===== src/rtl/fetch_queue.sv =====
// fetch_queue: in-order {pc, instr} buffer between fetch and decode.
// Registered storage, valid/ready on both sides, synchronous flush.
module fetch_queue #(
    parameter int ADDRESS_WIDTH = 32,
    parameter int DATA_WIDTH    = 32,
    parameter int DEPTH         = 2
) (
    input  logic                       clk,
    input  logic                       rst,
    input  logic                       flush,
    input  logic                       in_valid,
    output logic                       in_ready,
    input  logic [ADDRESS_WIDTH-1:0]   in_pc,
    input  logic [DATA_WIDTH-1:0]      in_instr,
    output logic                       out_valid,
    input  logic                       out_ready,
    output logic [ADDRESS_WIDTH-1:0]   out_pc,
    output logic [DATA_WIDTH-1:0]      out_instr,
    output logic [ADDRESS_WIDTH-1:0]   out_pc_plus4,
    output logic [$clog2(DEPTH):0]     count
);

    localparam int PW = $clog2(DEPTH);
    localparam logic [PW:0] LP_FULL = (PW+1)'(DEPTH);

    logic [ADDRESS_WIDTH-1:0] r_pc    [DEPTH];
    logic [DATA_WIDTH-1:0]    r_instr [DEPTH];
    logic [PW-1:0]            r_wptr;
    logic [PW-1:0]            r_rptr;
    logic [PW:0]              r_count;

    logic w_push;
    logic w_pop;
    logic w_empty;

    assign w_empty   = (r_count == '0);
    assign in_ready  = (r_count < LP_FULL);
    assign out_valid = !w_empty;
    assign w_push    = in_valid && in_ready;
    assign w_pop     = out_valid && out_ready;
    assign count     = r_count;

    // An empty queue presents zeros rather than stale storage.
    assign out_pc       = w_empty ? '0 : r_pc[r_rptr];
    assign out_instr    = w_empty ? '0 : r_instr[r_rptr];
    assign out_pc_plus4 = out_pc + ADDRESS_WIDTH'(4);

    // Storage write: plain registers, no reset, left stale on flush.
    always_ff @(posedge clk) begin
        if (w_push) begin
            r_pc[r_wptr]    <= in_pc;
            r_instr[r_wptr] <= in_instr;
        end
    end

    // Pointer/occupancy update; reset beats flush beats handshakes.
    always_ff @(posedge clk) begin
        if (!rst) begin
            r_wptr  <= '0;
            r_rptr  <= '0;
            r_count <= '0;
        end else if (flush) begin
            r_wptr  <= '0;
            r_rptr  <= '0;
            r_count <= '0;
        end else begin
            if (w_push) begin
                r_wptr <= r_wptr + 1'b1;
            end
            if (w_pop) begin
                r_rptr <= r_rptr + 1'b1;
            end
            case ({w_push, w_pop})
                2'b10:   r_count <= r_count + 1'b1;
                2'b01:   r_count <= r_count - 1'b1;
                default: r_count <= r_count;
            endcase
        end
    end

endmodule


===== config.mk =====
export PLATFORM = sky130hd
export DESIGN_NAME = fetch_queue
export DESIGN_NICKNAME = d
export VERILOG_FILES = /design/src/rtl/fetch_queue.sv
export SDC_FILE = /design/constraint.sdc
export NUM_CORES = 1
export LEC_CHECK = 0
export ABC_AREA = 1
export CAP_MARGIN = 15
export CORE_UTILIZATION = 48
export DETAILED_ROUTE_END_ITERATION = 6
export GPL_TIMING_DRIVEN = 0
export PLACE_DENSITY_LB_ADDON = 0.2
export SLEW_MARGIN = 25
export SYNTH_ARGS = -nofsm -noshare
export SYNTH_HDL_FRONTEND = slang
export SYNTH_SLANG_ARGS = --single-unit

===== constraint.sdc =====
create_clock -name clk -period 4.65 [get_ports clk]
set_clock_uncertainty 0.15 [all_clocks]
set_input_delay 0.93 -clock clk [delete_from_list [all_inputs] [get_ports clk]]
set_output_delay 0.93 -clock clk [all_outputs]
set_load 0.01 [all_outputs]

==> results of run 1 <==
==> area by class of cell <==
cell class                 count  area [sq um]  share of cell area [%]
sequential                   133          3944                   45.26
buffer                        24         146.4                   1.680
inverter                      46         175.2                   2.010
clock buffer                  17         425.4                   4.882
tap                          168         210.2                   2.412
clock inverter                15         178.9                   2.053
timing repair buffer         173          1797                   20.62
multi-input combinational    410          1837                   21.08
==> power by group <==
part	internal [mW]	switching (mW)
clock network	0.846	0.508
registers	1.37	0.0145
logic	0.173	0.182
==> Yosys cell counts (all sizes together) <==
| cell | instances | area, sq um |
|---|---|---|
| ha | 2 | 25.02 |
| nand2 | 250 | 948.4 |
| inv | 46 | 175.2 |
| dfxtp | 5 | 100.1 |
| xor2 | 14 | 122.6 |
| buf | 18 | 123.9 |
| edfxtp | 128 | 3844 |
| or2 | 2 | 12.51 |
| nor2 | 56 | 252.7 |
| a21oi | 40 | 200.2 |
| nor3 | 2 | 10.01 |
| clkbuf | 6 | 22.52 |
| o21ai | 3 | 15.01 |
| nand3 | 41 | 230.2 |
==> per-stage QoR <==
step | util (%) | setup slack, ns
floorplan | - | 0.2873
global placement | 65.57 | -1.673
detailed placement | 66.64 | 0.6593
CTS | 71.60 | 0.1977
global route | 71.65 | 0.06736
finish | 71.65 | 0.2851
==> routing by layer <==
layer / wire length (microns) / global-route usage [%]
met5: 0 / 0
met4: 229 / 7.879
met3: 1313 / 7.729
met2: 7696 / 43.56
met1: 6343 / 30.82
==> kinds of logic after synthesis <==
logic type               after synthesis  share of synthesized area [%]
adder cells (fa/ha/maj)                2                         0.4114
AND/OR/NAND/NOR                      351                          23.90
XOR/XNOR                              14                          2.016
buffers and inverters                 70                          5.287
AO/OA/AOI/OAI                         43                          3.538
flip-flops                           133                          64.84
==> how the worst max path moves through the flow <==
stage                             to  slack (ns)  cells after the start
global route        out_pc_plus4[30]        0.07                     15
floorplan              r_instr[1][0]        0.29                      2
detailed placement  out_pc_plus4[14]        0.66                     14
finish              out_pc_plus4[14]        0.29                     14
global placement         r_pc[1][25]       -1.67                      3
CTS                 out_pc_plus4[14]        0.20                     14
==> registers in the layout, summed over array words and instances (netlist names), named ones only <==
signal,cells
count,2
r_instr,64
r_pc,64
r_rptr,1
r_wptr,1
==> flow_summary_export.csv, run 1 <==
group,metric,value,unit
status,outcome,"completed",
placement,hpwl,11.35,mm
die,die_x,114.6,microns
clock_network,clk_root_buffer_cell,"clkbuf_16",
cells_and_area,layoutNonFillerInstCount,986,
timing,fin_crit,4.365,ns
worst_setup_path,startpoint_type,"register",
placement,portBuffers,168,
timing,hold_viol,0,
yosys,synth.net_count,684,
routing,drc_errors,0,
placement,routabilityCongestion,0.8787,
worst_setup_path,rr_startpoint,"count[0]",
worst_setup_path,path_buf_inv,8,
hold_path,whs_path_depth,1,
clock_network,cts_hold_buf,0,
timing,finalSetupTns,0,ns
worst_setup_path,reg2reg_slack,2.33,ns
worst_setup_path,arrival,3.28,ns
run,maxCapViolations,0,
cells_and_area,fillCellCount,892,
clock_network,ctsHtreeMaxLevel,4,
grt,grt_start_max_net_pins,26,
routing,wl_per_cell,15.80,microns
routing,vias_per_cell,5.002,
hold_path,hold_end,"r_rptr",
worst_setup_path,critPathCaptureType,"output port",
cells_and_area,final_nets,876,
grt,grt_pass1_wl,24.73,mm
worst_setup_path,path_delay_family,"buffers and inverters",
grt,antenna_found_initial,0,
yosys,synth_cell_types,24,
grt,first_global_vias,4958,
grt,gr-total-overflow,0,
timing,setup_violations,0,
yosys,syn_area,6082,sq um
cells_and_area,layout_commonest_cell,"nand2_1",
placement,postPlaceCellArea,8104,sq um
clock_network,cts_buffers,17,
grt,grt.total_usage,25.42,%
worst_setup_path,rr_worst_depth,11,
routing,drt-total-wl,15.58,mm
placement,dp.cells,954,
clock_network,tritoncts,"done",
routing,vias,4932,
routing,drt_first_pass_iters,5,
yosys,ys_ff_latch,133,
timing,timing.hold.ws,0.3113,ns
worst_setup_path,cp-startpoint,"count[0]",
worst_setup_path,crit_chain,"nor2_4 -> inv_4 -> buf_6 -> buf_8 -> buf_2 -> nand2_1 -> inv_1 -> ha_1 -> inv_1 -> nor2_4 -> inv_2 -> nor2_2 -> xor2_1 -> clkdlybuf4s50_1",
die,die_area,13130,sq um
yosys,syn_avg_cell_area,9.922,sq um
timing,worstMarginPinSlew,0.6396,ns
worst_setup_path,r2r_end,"count[1]",
worst_setup_path,cp.required,3.57,ns
cells_and_area,fin_area,8713,sq um
routing,drt_iter0_drc,314,
clock_network,clock-sinks,133,
worst_setup_path,max_stage_delay,0.54,ns
timing,slew-limit-headroom,57.26,%
die,io_pins,169,
timing,rsz0062_at_grt,"no",
clock_network,cts_resized,0,
timing,period_share,93.87,%
cells_and_area,diodes,0,
power_and_ir_drop,powerDensity,355.7,nW/um^2
die,rows,40,
die,die_height,114.6,microns
yosys,yosysSeqAreaShare,64.84,%
cells_and_area,syn2layout_area_growth,43.26,%
power_and_ir_drop,p_leak,3.406,nW
routing,antenna_left,0,
cells_and_area,layout_common_cells,"nand2_1, clkdlybuf4s50_1, edfxtp_1",
worst_setup_path,critPathKind,"register to output port",
timing,finalMaxSlewViolations,0,
clock_network,clk_pin_slew,0.05,ns
worst_setup_path,critical_path.max_fanout,10,
timing,fmax,229.1,MHz
clock_network,post_cts_buffers,0,
power_and_ir_drop,design_power_total,3.099,mW
power_and_ir_drop,vdd_ir_drop_max,0.3211,mV
die,coreArea,12160,sq um
clock_network,clock_path_buffers,2,
yosys,ys_warn_count,0,
die,initial_core_util,50.01,%
cells_and_area,drive_gt1_share,9.413,%
hold_path,hold_path_class,"register to register",
hold_path,hold_start,"r_rptr",
clock_network,worstSkewPairLatency,0.41,ns
yosys,netlist_instances,613,
worst_setup_path,cp_slowest_cell,"clkdlybuf4s50_1",
Note: power is estimated with default switching activity, not from simulation.
==> run 2, diff against run 1 <==
GPL_TIMING_DRIVEN = 1   (was 0)
==> run 2 against run 1 <==
Compared with the run above:
- flip-flop and latch count unchanged
- utilization decreased by 1.8 points
- via count down 2.7%
- critical endpoint is now out_pc_plus4[30]
- highest routed layer unchanged
==> flow_summary_export.csv, run 2 (synthesis results as in run 1) <==
group,metric,value,unit
grt,antenna_found_initial,0,
timing,finalMaxSlewViolations,0,
worst_setup_path,cp_slowest_cell,"dfxtp_4",
clock_network,ctsHtreeMaxLevel,4,
worst_setup_path,crit_path_frequent_cell,"nand2_1",
routing,antenna_left,0,
cells_and_area,syn2layout_area_growth,39.74,%
clock_network,worstSkewPairLatency,0.42,ns
placement,hpwl,10.87,mm
die,coreArea,12160,sq um
placement,portBuffers,168,
worst_setup_path,rr_startpoint,"count[1]",
hold_path,whs_path_depth,1,
power_and_ir_drop,vdd_ir_drop_max,0.3186,mV
cells_and_area,diodes,0,
clock_network,tritoncts,"done",
timing,hold_viol,0,
timing,worstMarginPinSlew,0.7058,ns
clock_network,clock_path_buffers,2,
timing,timing.hold.ws,0.3111,ns
cells_and_area,fillCellCount,914,
clock_network,post_cts_buffers,0,
hold_path,hold_path_class,"register to register",
timing,fin_crit,4.213,ns
status,outcome,"completed",
die,die_area,13130,sq um
timing,slew-limit-headroom,52.84,%
worst_setup_path,critPathKind,"register to output port",
run,maxCapViolations,0,
die,io_pins,169,
worst_setup_path,arrival,3.13,ns
grt,grt-busiest-layer,"met2",
placement,routabilityCongestion,0.9428,
power_and_ir_drop,p_leak,3.304,nW
timing,fmax,237.4,MHz
clock_network,clk_root_buffer_cell,"clkbuf_16",
timing,rsz0062_at_grt,"no",
routing,vias,4801,
clock_network,clk_pin_slew,0.06,ns
die,die_x,114.6,microns
grt,grt_pass1_wl,24.26,mm
hold_path,hold_start,"r_rptr",
grt,gr-usage-met1,30.10,%
routing,wl_per_cell,15.93,microns
grt,first_global_vias,4841,
timing,setup_violations,0,
worst_setup_path,rr_worst_depth,4,
cells_and_area,final_nets,854,
worst_setup_path,crit_chain,"clkinv_2 -> nor2_1 -> nor2_1 -> nand2_2 -> inv_1 -> ha_1 -> inv_1 -> nor2_2 -> inv_2 -> nor2_2 -> nand2_1 -> nand2_1 -> nand2_1 -> clkdlybuf4s50_1",
routing,drt_first_pass_iters,5,
clock_network,cts_buffers,17,
die,die_height,114.6,microns
cells_and_area,drive_gt1_share,8.543,%
timing,finalSetupTns,0,ns
grt,gr-total-overflow,0,
worst_setup_path,critPathCaptureType,"output port",
grt,grt.total_usage,24.80,%
power_and_ir_drop,powerDensity,353.6,nW/um^2
clock_network,cts_hold_buf,0,
die,initial_core_util,50.01,%
cells_and_area,layout_commonest_cell,"nand2_1",
grt,met3_usage,7.464,%
grt,use_met2,41.98,%
cells_and_area,layout_common_cells,"nand2_1, clkdlybuf4s50_1, edfxtp_1",
routing,vias_per_cell,4.980,
worst_setup_path,startpoint_type,"register",
routing,drc_errors,0,
grt,grt_start_max_net_pins,44,
routing,drt-total-wl,15.36,mm
clock_network,clock-sinks,133,
timing,period_share,90.60,%
die,rows,40,
worst_setup_path,critical_path.max_fanout,35,
routing,drt_iter0_drc,306,
worst_setup_path,cp.required,3.57,ns
worst_setup_path,max_stage_delay,0.59,ns
==> run 2: cell types whose count changed in the layout (fill, tap and decap cells not counted), moves of 3 or more <==
| cell | previous run | this run |
|---|---|---|
| clkinv_2 | 1 | 4 |
| buf_6 | 3 | 0 |
| buf_1 | 4 | 0 |
| buf_2 | 6 | 0 |
| clkbuf_1 | 6 | 0 |
==> run 2: worst paths after layout <==
path,endpoint,slack [ns]
setup / recovery,out_pc_plus4[30],0.44
hold / removal,r_rptr,0.31
setup reg to reg,r_pc[1][27],2.57
hold reg to reg,r_rptr,0.31
==> run 2: through the flow <==
step | setup WS, ns | cells | utilization, % | instance area (sq um) | power (mW)
2_1_floorplan | 0.2873 | 613 | - | 6082 | 1.562
3_3_place_gp | 0.7607 | 932 | 65.13 | 7921 | 1.744
5_1_grt | 0.1583 | 964 | 69.89 | 8499 | 3.106
6_report | 0.4370 | 964 | 69.89 | 8499 | 3.005
4_1_cts | 0.2441 | 964 | 69.86 | 8496 | 3.027
3_5_place_dp | 0.7206 | 932 | 65.13 | 7921 | 1.752
==> run 2: critical path: cells and delay by family, from the launching register on <==
| kind | cells | cell delay, ns |
|---|---|---|
| adder cells (fa/ha/maj) | 1 | 0.25 |
| flip-flops | 1 | 0.59 |
| buffers and inverters | 5 | 1.19 |
| AND/OR/NAND/NOR | 8 | 0.67 |
==> run 2: layout make-up <==
type | instances | area (sq um) | share of cell area (%)
multi-input cells | 410 | 1832 | 21.55
clock buffers | 19 | 452.9 | 5.329
repair buffers | 175 | 1759 | 20.70
flip-flops and latches | 133 | 3948 | 46.44
clock inverters | 13 | 121.4 | 1.428
well taps | 168 | 210.2 | 2.473
inverters | 46 | 176.4 | 2.076
==> run 2: what timing repair did <==
action                                 in CTS  in global routing
endpoints found under the hold margin       0                  0
gates resized for setup                     0                  2
setup endpoints to repair                   0                  2
==> run 2: report_power, final <==
part,leakage [nW],internal [mW],switching (mW)
clock network,0.274,0.769,0.509
registers,1.24,1.37,0.0169
logic,1.79,0.161,0.174
==> run 2: per-layer routing <==
metal	share of wire, %	vias to the layer above
met1	42	2250
li1	-	2351
met5	0	-
met4	1.4	0
met3	7.0	21
met2	50	179
